## src/rtl/if_stage_pkg.sv

```systemverilog
// Shared types and constants for the RV32I instruction-fetch stage.
// The optional interrupt tag is enabled by defining IF_INT_TAG_EN.
package if_stage_pkg;

  localparam int          IF_TO_ID_BUS_WIDTH = 65;
  localparam logic [31:0] RESET_PC_DEFAULT   = 32'h0000_0000;

  typedef struct packed {
    logic [31:0] pc4;
    logic [31:0] pc;
    logic        int_flag;
  } if_to_id_t;

  function automatic logic [31:0] word_align(input logic [31:0] a);
    return {a[31:2], 2'b00};
  endfunction

endpackage

```

## src/rtl/if_stage_pc_next_mux.sv

```systemverilog
// Next fetch-PC selection: trap redirect, then branch, then sequential.
// Purely combinational; reset is applied by the registers in if_stage.
module pc_next_mux
  import if_stage_pkg::*;
(
  input  logic [31:0] pc_i,
  input  logic        fire_i,
  input  logic        br_taken_i,
  input  logic [31:0] br_target_i,
  input  logic        int_assert_i,
  input  logic [31:0] int_addr_i,
  output logic [31:0] pc_next_o
);

  // Trap and branch may coincide, so this must stay a priority chain.
  always_comb begin
    pc_next_o = pc_i;
    priority case (1'b1)
      int_assert_i: pc_next_o = word_align(int_addr_i);
      br_taken_i:   pc_next_o = word_align(br_target_i);
      fire_i:       pc_next_o = pc_i + 32'd4;
      default:      pc_next_o = pc_i;
    endcase
  end

endmodule

```

## src/rtl/if_stage.sv

```systemverilog
// Instruction-fetch stage: fetch PC, ROM address, redirects, IF->ID handover.
// Define IF_INT_TAG_EN to tag one handed-over instruction per pending interrupt.
module if_stage
  import if_stage_pkg::*;
#(
  parameter logic [31:0] RESET_PC = RESET_PC_DEFAULT
) (
  input  logic                          clk,
  input  logic                          rst,
  input  logic                          br_taken,
  input  logic [31:0]                   br_target,
  input  logic                          int_assert,
  input  logic [31:0]                   int_addr,
  input  logic                          int_req,
  input  logic                          hold_flag_if,
  input  logic                          id_allow_in,
  output logic [31:0]                   irom_addr,
  output logic [IF_TO_ID_BUS_WIDTH-1:0] if_to_id_bus,
  output logic                          if_to_id_valid
);

  logic [31:0] pc_q, pc_d;
  logic [31:0] id_pc_q, id_pc_d;
  logic        if_valid_q, if_valid_d;
  logic        kill, fire, int_flag;
  if_to_id_t   bus_s;

  assign kill           = br_taken | int_assert;
  assign if_to_id_valid = if_valid_q & ~kill & ~hold_flag_if;
  assign fire           = if_to_id_valid & id_allow_in;

  // ROM is synchronous: present the PC that ID will hold next cycle.
  assign irom_addr  = fire ? pc_q : id_pc_q;
  assign id_pc_d    = fire ? pc_q : id_pc_q;
  assign if_valid_d = 1'b1;

  pc_next_mux u_pc_next_mux (
    .pc_i         (pc_q),
    .fire_i       (fire),
    .br_taken_i   (br_taken),
    .br_target_i  (br_target),
    .int_assert_i (int_assert),
    .int_addr_i   (int_addr),
    .pc_next_o    (pc_d)
  );

  always_ff @(posedge clk) begin
    if (rst) begin
      pc_q       <= RESET_PC;
      id_pc_q    <= RESET_PC;
      if_valid_q <= 1'b0;
    end else begin
      pc_q       <= pc_d;
      id_pc_q    <= id_pc_d;
      if_valid_q <= if_valid_d;
    end
  end

`ifdef IF_INT_TAG_EN
  logic int_tagged_q, int_tagged_d;

  assign int_flag = int_req & ~int_tagged_q;

  // Sticky until the trap is actually taken.
  always_comb begin
    int_tagged_d = int_tagged_q;
    if (int_assert)
      int_tagged_d = 1'b0;
    else if (fire & int_flag)
      int_tagged_d = 1'b1;
  end

  always_ff @(posedge clk) begin
    if (rst) int_tagged_q <= 1'b0;
    else     int_tagged_q <= int_tagged_d;
  end
`else
  logic unused_int_req;
  assign unused_int_req = int_req;
  assign int_flag       = 1'b0;
`endif

  assign bus_s.pc4      = pc_q + 32'd4;
  assign bus_s.pc       = pc_q;
  assign bus_s.int_flag = int_flag;
  assign if_to_id_bus   = bus_s;

endmodule

```

## config.mk

```make
export PLATFORM = sky130hd
export DESIGN_NAME = if_stage
export DESIGN_NICKNAME = d
export VERILOG_FILES = /design/src/rtl/if_stage_pkg.sv /design/src/rtl/if_stage_pc_next_mux.sv /design/src/rtl/if_stage.sv
export SDC_FILE = /design/constraint.sdc
export NUM_CORES = 1
export LEC_CHECK = 0
export CAP_MARGIN = 20
export CELL_PAD_IN_SITES_DETAIL_PLACEMENT = 1
export CELL_PAD_IN_SITES_GLOBAL_PLACEMENT = 2
export CORE_MARGIN = 8
export CORE_UTILIZATION = 25
export DETAILED_ROUTE_END_ITERATION = 6
export HOLD_SLACK_MARGIN = 0.03
export MAX_ROUTING_LAYER = met4
export PLACE_DENSITY = 0.95
export SKIP_CTS_REPAIR_TIMING = 1
export SLEW_MARGIN = 5
export SYNTH_ARGS = -nofsm -noshare
export SYNTH_HDL_FRONTEND = slang
export SYNTH_SLANG_ARGS = --single-unit
```

## constraint.sdc

```tcl
create_clock -name clk -period 4 [get_ports clk]
set_input_delay 0.8 -clock clk [delete_from_list [all_inputs] [get_ports clk]]
set_output_delay 0.8 -clock clk [all_outputs]
set_load 0.02 [all_outputs]
```

Yosys cells after proc, flatten, opt, wreduce, memory -nomap -nowiden
Cells that the tools add are included.
{"block": "word_totals", "register_bits": 65, "in_bits": 71, "output_inout_bits": 98, "elab_cells": 18}
{"block": "op_classes", "n_addsub": 1, "mux": 5, "bitwise": 6, "reduce_logical": 2}
{"op": "$mux 32", "count": 4}
{"op": "$add 32x3->32 const B", "count": 1}
{"op": "$and 1x1->1", "count": 3}
{"op": "$reduce_bool 3->1", "count": 1}
{"op": "$reduce_or 3->1", "count": 1}
{"op": "$not 1->1", "count": 2}
{"op": "$mux 1", "count": 1}
{"op": "$or 1x1->1", "count": 1}

Longest topological paths before layout
{"block": "logic_depth", "word_depth": 8, "depth_mapped": 8}

Cells and area by module
A second synthesis with hierarchy kept.
{"block": "unflattened", "cells_unflattened": 441, "hier_area_um2": 3968.8}
{"mod": "if_stage", "instances": 1, "cells_each": 257, "area_each_um2": 2856.5, "seq_area_each_um2": 1301.2}
{"mod": "pc_next_mux", "instances": 1, "cells_each": 184, "area_each_um2": 1112.3, "seq_area_each_um2": 0.0}

Least setup slack after synthesis
OpenSTA, ideal clock, no wires.
{"block": "synth_timing", "path_type": "flip-flop to output port", "from": "reg pc_q[2]", "to": "out if_to_id_bus[61]", "arrival_time_ns": 2.298, "t_required_ns": 3.200, "path_slack_ns": 0.902, "path_stages_with_launch": 7, "cell_sequence": "dfxtp_1 > ha_1 > clkdlybuf4s15_1 > nand3_1 > nor4_1 > nand4_1 > xnor2_1"}
{"block": "synth_between", "elab_chain_len": 1}
{"item": "start, declared", "line_no": "if_stage.sv:22", "source": "logic [31:0] pc_q, pc_d;"}
{"item": "start signal, assigned", "line_no": "if_stage.sv:53", "source": "pc_q <= pc_d;"}
{"item": "$add 32x3->32", "line_no": "if_stage.sv:83", "source": "assign bus_s.pc4 = pc_q + 32'd4;"}
{"item": "end, declared", "line_no": "if_stage.sv:18", "source": "output logic [IF_TO_ID_BUS_WIDTH-1:0] if_to_id_bus,"}
No other way between the ends.

Worst setup path in the final report
{"block": "layout_timing", "from": "reg pc_q[9]", "to": "out if_to_id_bus[62]"}
The elaborated chain is that of the path after synthesis.

==> results.md <==
- PwrDens: 317.9 nW/um2
- Most common cell after layout, fill and taps aside: clkdlybuf4s50_1
- Final Slew Violations: 0
- EDFF count, synth: 0
- Min Tclk post-route: 3763 ps
- Final number of setup-violating endpoints: 0
- Die Span Y: 140.2 um
- Static Leak: 2.202 nW
- Area of placed instances: 5583 um2
- Layout cells sized above 1: 0.1172
- GPL Wtd Cong: 0.8093
- IO Pins: 169
- Total CTS buffers: 9
- Outcome: complete, no violations
- Area grow syn2layout: 52.31%
- Die Area: 19640 um2
- Vias per inst: 5.043
- Async SR Flop Fraction: 0
- Peak VDD IR: 0.2104 mV
- Setup_tns: 0 ps
- Leading cell types in the layout, fill and taps excluded: clkdlybuf4s50_1 (158), dfxtp_1 (63), nand2_1 (37), and2_1 (36), mux2_2 (27)
- PortBufs: 158
- CP Data Arrival Time: 2960 ps
- Max FO, Critical Path: 10
- Drt wl/cell: 20.41 um
- CTS tree: done
- Worst Skew: 7.695 ps
- Hold Crit Class: register to register
- Post-route cell area: 5869 um2
- Syn Area/Cell: 8.451 um2
- Number of global-route vias before repair: 4373
- Leading area contributor after synthesis: dfxtp_1
- Worst Path Required: 3200 ps
- Total wire length: 16230 um
- Vias: 4009
- CP endpoint kind: output pin
- Final worst-path cycle share: 0.9407
- Synth Warn #: 0
- Remaining Overflow, GRT: 0
- Clk root buf: clkbuf_16
- Kind of critical path: register to output pin
- Synth cell types: 61
- Ys flop type: dfxtp_1
- First-pass GRT wire length: 24970 um
- DRT iter0 DRCs: 194
- Max Cap Viol: 0
- Initial core utilization: 0.2544
- # DRC: 0
- Synth Register Bits: 63
- Synthesized area: 3854 um2
- Cells on Worst Hold Path: 1
- Worst-path clk slew: 60 ps
- Routed Antenna Nets: 0
- Clk_lat worst skew: 340 ps
- Core region area: 15150 um2
- RSZ-0062 raised after global routing: no
- Top cell type's share of synthesized area: 0.3273
- Drt first pass iters: 4
- Final Net Count: 674
- Hpwl dp: 12350 um
- Relative slew slack: 0.4988
- Rows: 45
- Largest net degree at the start of global routing: 37
- H-tree levels: 3
- Clock Path Buffers: 2
- Antenna violations before repair: 1
- Synth Instances: 456
- GRT Util Overall: 0.1686
- Final Power: 1.866 mW
- Max Clk Rate: 265.7 MHz
- Final hold viol count: 0
- Slew @ Worst Pin: 750.0 ps
- CTS sink cnt: 63
- Top cells by area, synth: dfxtp_1 (33%), mux2_2 (7.9%), and2_1 (5.8%), xnor2_1 (5.7%), nand2_1 (3.7%)
- Post-synthesis sequential area ratio: 0.3273
- FF-to-FF path depth: 5
- Die Span X: 140.2 um
- Type of origin of the critical path: register
power by group:
group	leakage (nW)	internal (mW)	switching, mW	total [mW]
registers	0.515	0.653	0.0530	0.706
clock network	0.130	0.450	0.304	0.755
logic	1.56	0.203	0.203	0.406
cells in the mapped netlist, types with 2 or more instances:
cell       instances
a2111oi_0          4
a211oi_1           8
a21oi_1           23
a221o_1            2
a221oi_1           2
a22o_1             2
a22oi_1            5
a31oi_1            2
and2_1            36
and3_1             4
buf_1              2
buf_2              6
buf_4              9
buf_6              2
clkbuf_1          20
dfxtp_1           63
inv_1              9
mux2_2            27
mux2i_1            8
nand2_1           38
nand2b_1          13
nand3_1           26
nand4_1            8
nand4_4            3
nor2_1            23
nor3_1            17
nor4_1             6
nor4b_1            2
o211ai_1           6
o21ai_0           11
o221a_2            2
o22ai_1            5
xnor2_1           25
xor2_1            10
state kept, by name, indices dropped and copies added, names as in the netlist:
signal	cells
if_valid_q	1
id_pc_q	32
pc_q	30
routing by layer:
| metal | track usage | part of all wire |
|---|---|---|
| met1 | 0.1948 | 0.44 |
| met2 | 0.2712 | 0.48 |
| met3 | 0.05912 | 0.070 |
| met4 | 0.04971 | 0.015 |
| met5 | - | 0 |
kinds of logic (layout without fill, tap and decap cells):
| kind of cell | after synthesis | in the layout | synth area share |
|---|---|---|---|
| adder cells (fa/ha/maj) | 1 | 1 | 0.003246 |
| buffers and inverters | 52 | 198 | 0.06948 |
| multiplexers | 35 | 35 | 0.09968 |
| flip-flops | 63 | 63 | 0.3273 |
| AND/OR/NAND/NOR | 189 | 189 | 0.2779 |
| AO/OA/AOI/OAI | 80 | 80 | 0.1419 |
| other | 1 | 6 | 0.0009731 |
| XOR/XNOR | 35 | 35 | 0.07954 |
worst max-delay path, stage by stage (launching register included):
cell	delay [ps]
dfxtp_1	560
nand4_4	250
nor4_4	620
nand4_1	320
xnor2_1	230
clkdlybuf4s50_1	630
metrics by stage:
stage,hold WS [ps],utilization,setup slack [ps],std cells
after floorplan,443.8,-,901.8,460
after global placement,459.2,0.3686,477.5,779
after detailed placement,468.3,0.3686,425.6,779
after CTS,480.9,0.3874,117.0,794
after global routing,485.6,0.3875,28.72,795
final,481.5,0.3875,237.0,795
final timing paths:
| path | slack (ps) | end | startpoint |
|---|---|---|---|
| max | 240 | if_to_id_bus[62] | pc_q[9]$_SDFFE_PP0P_ |
| min | 480 | id_pc_q[0]$_SDFF_PP0_ | id_pc_q[0]$_SDFF_PP0_ |
| max reg2reg | 1580 | pc_q[21]$_SDFFE_PP0P_ | pc_q[9]$_SDFFE_PP0P_ |
| min reg2reg | 480 | id_pc_q[0]$_SDFF_PP0_ | id_pc_q[0]$_SDFF_PP0_ |
area by class of cell:
type | instances | area [um2]
Fill cell | 1734 | 9276
Clock inverter | 4 | 31.28
Sequential cell | 63 | 1261
Multi-Input combinational cell | 345 | 2342
Clock buffer | 11 | 252.7
Antenna cell | 1 | 2.502
Tap cell | 188 | 235.2
Inverter | 10 | 37.54
Timing Repair Buffer | 173 | 1707
No activity file was read; power rests on OpenSTA's default activity.
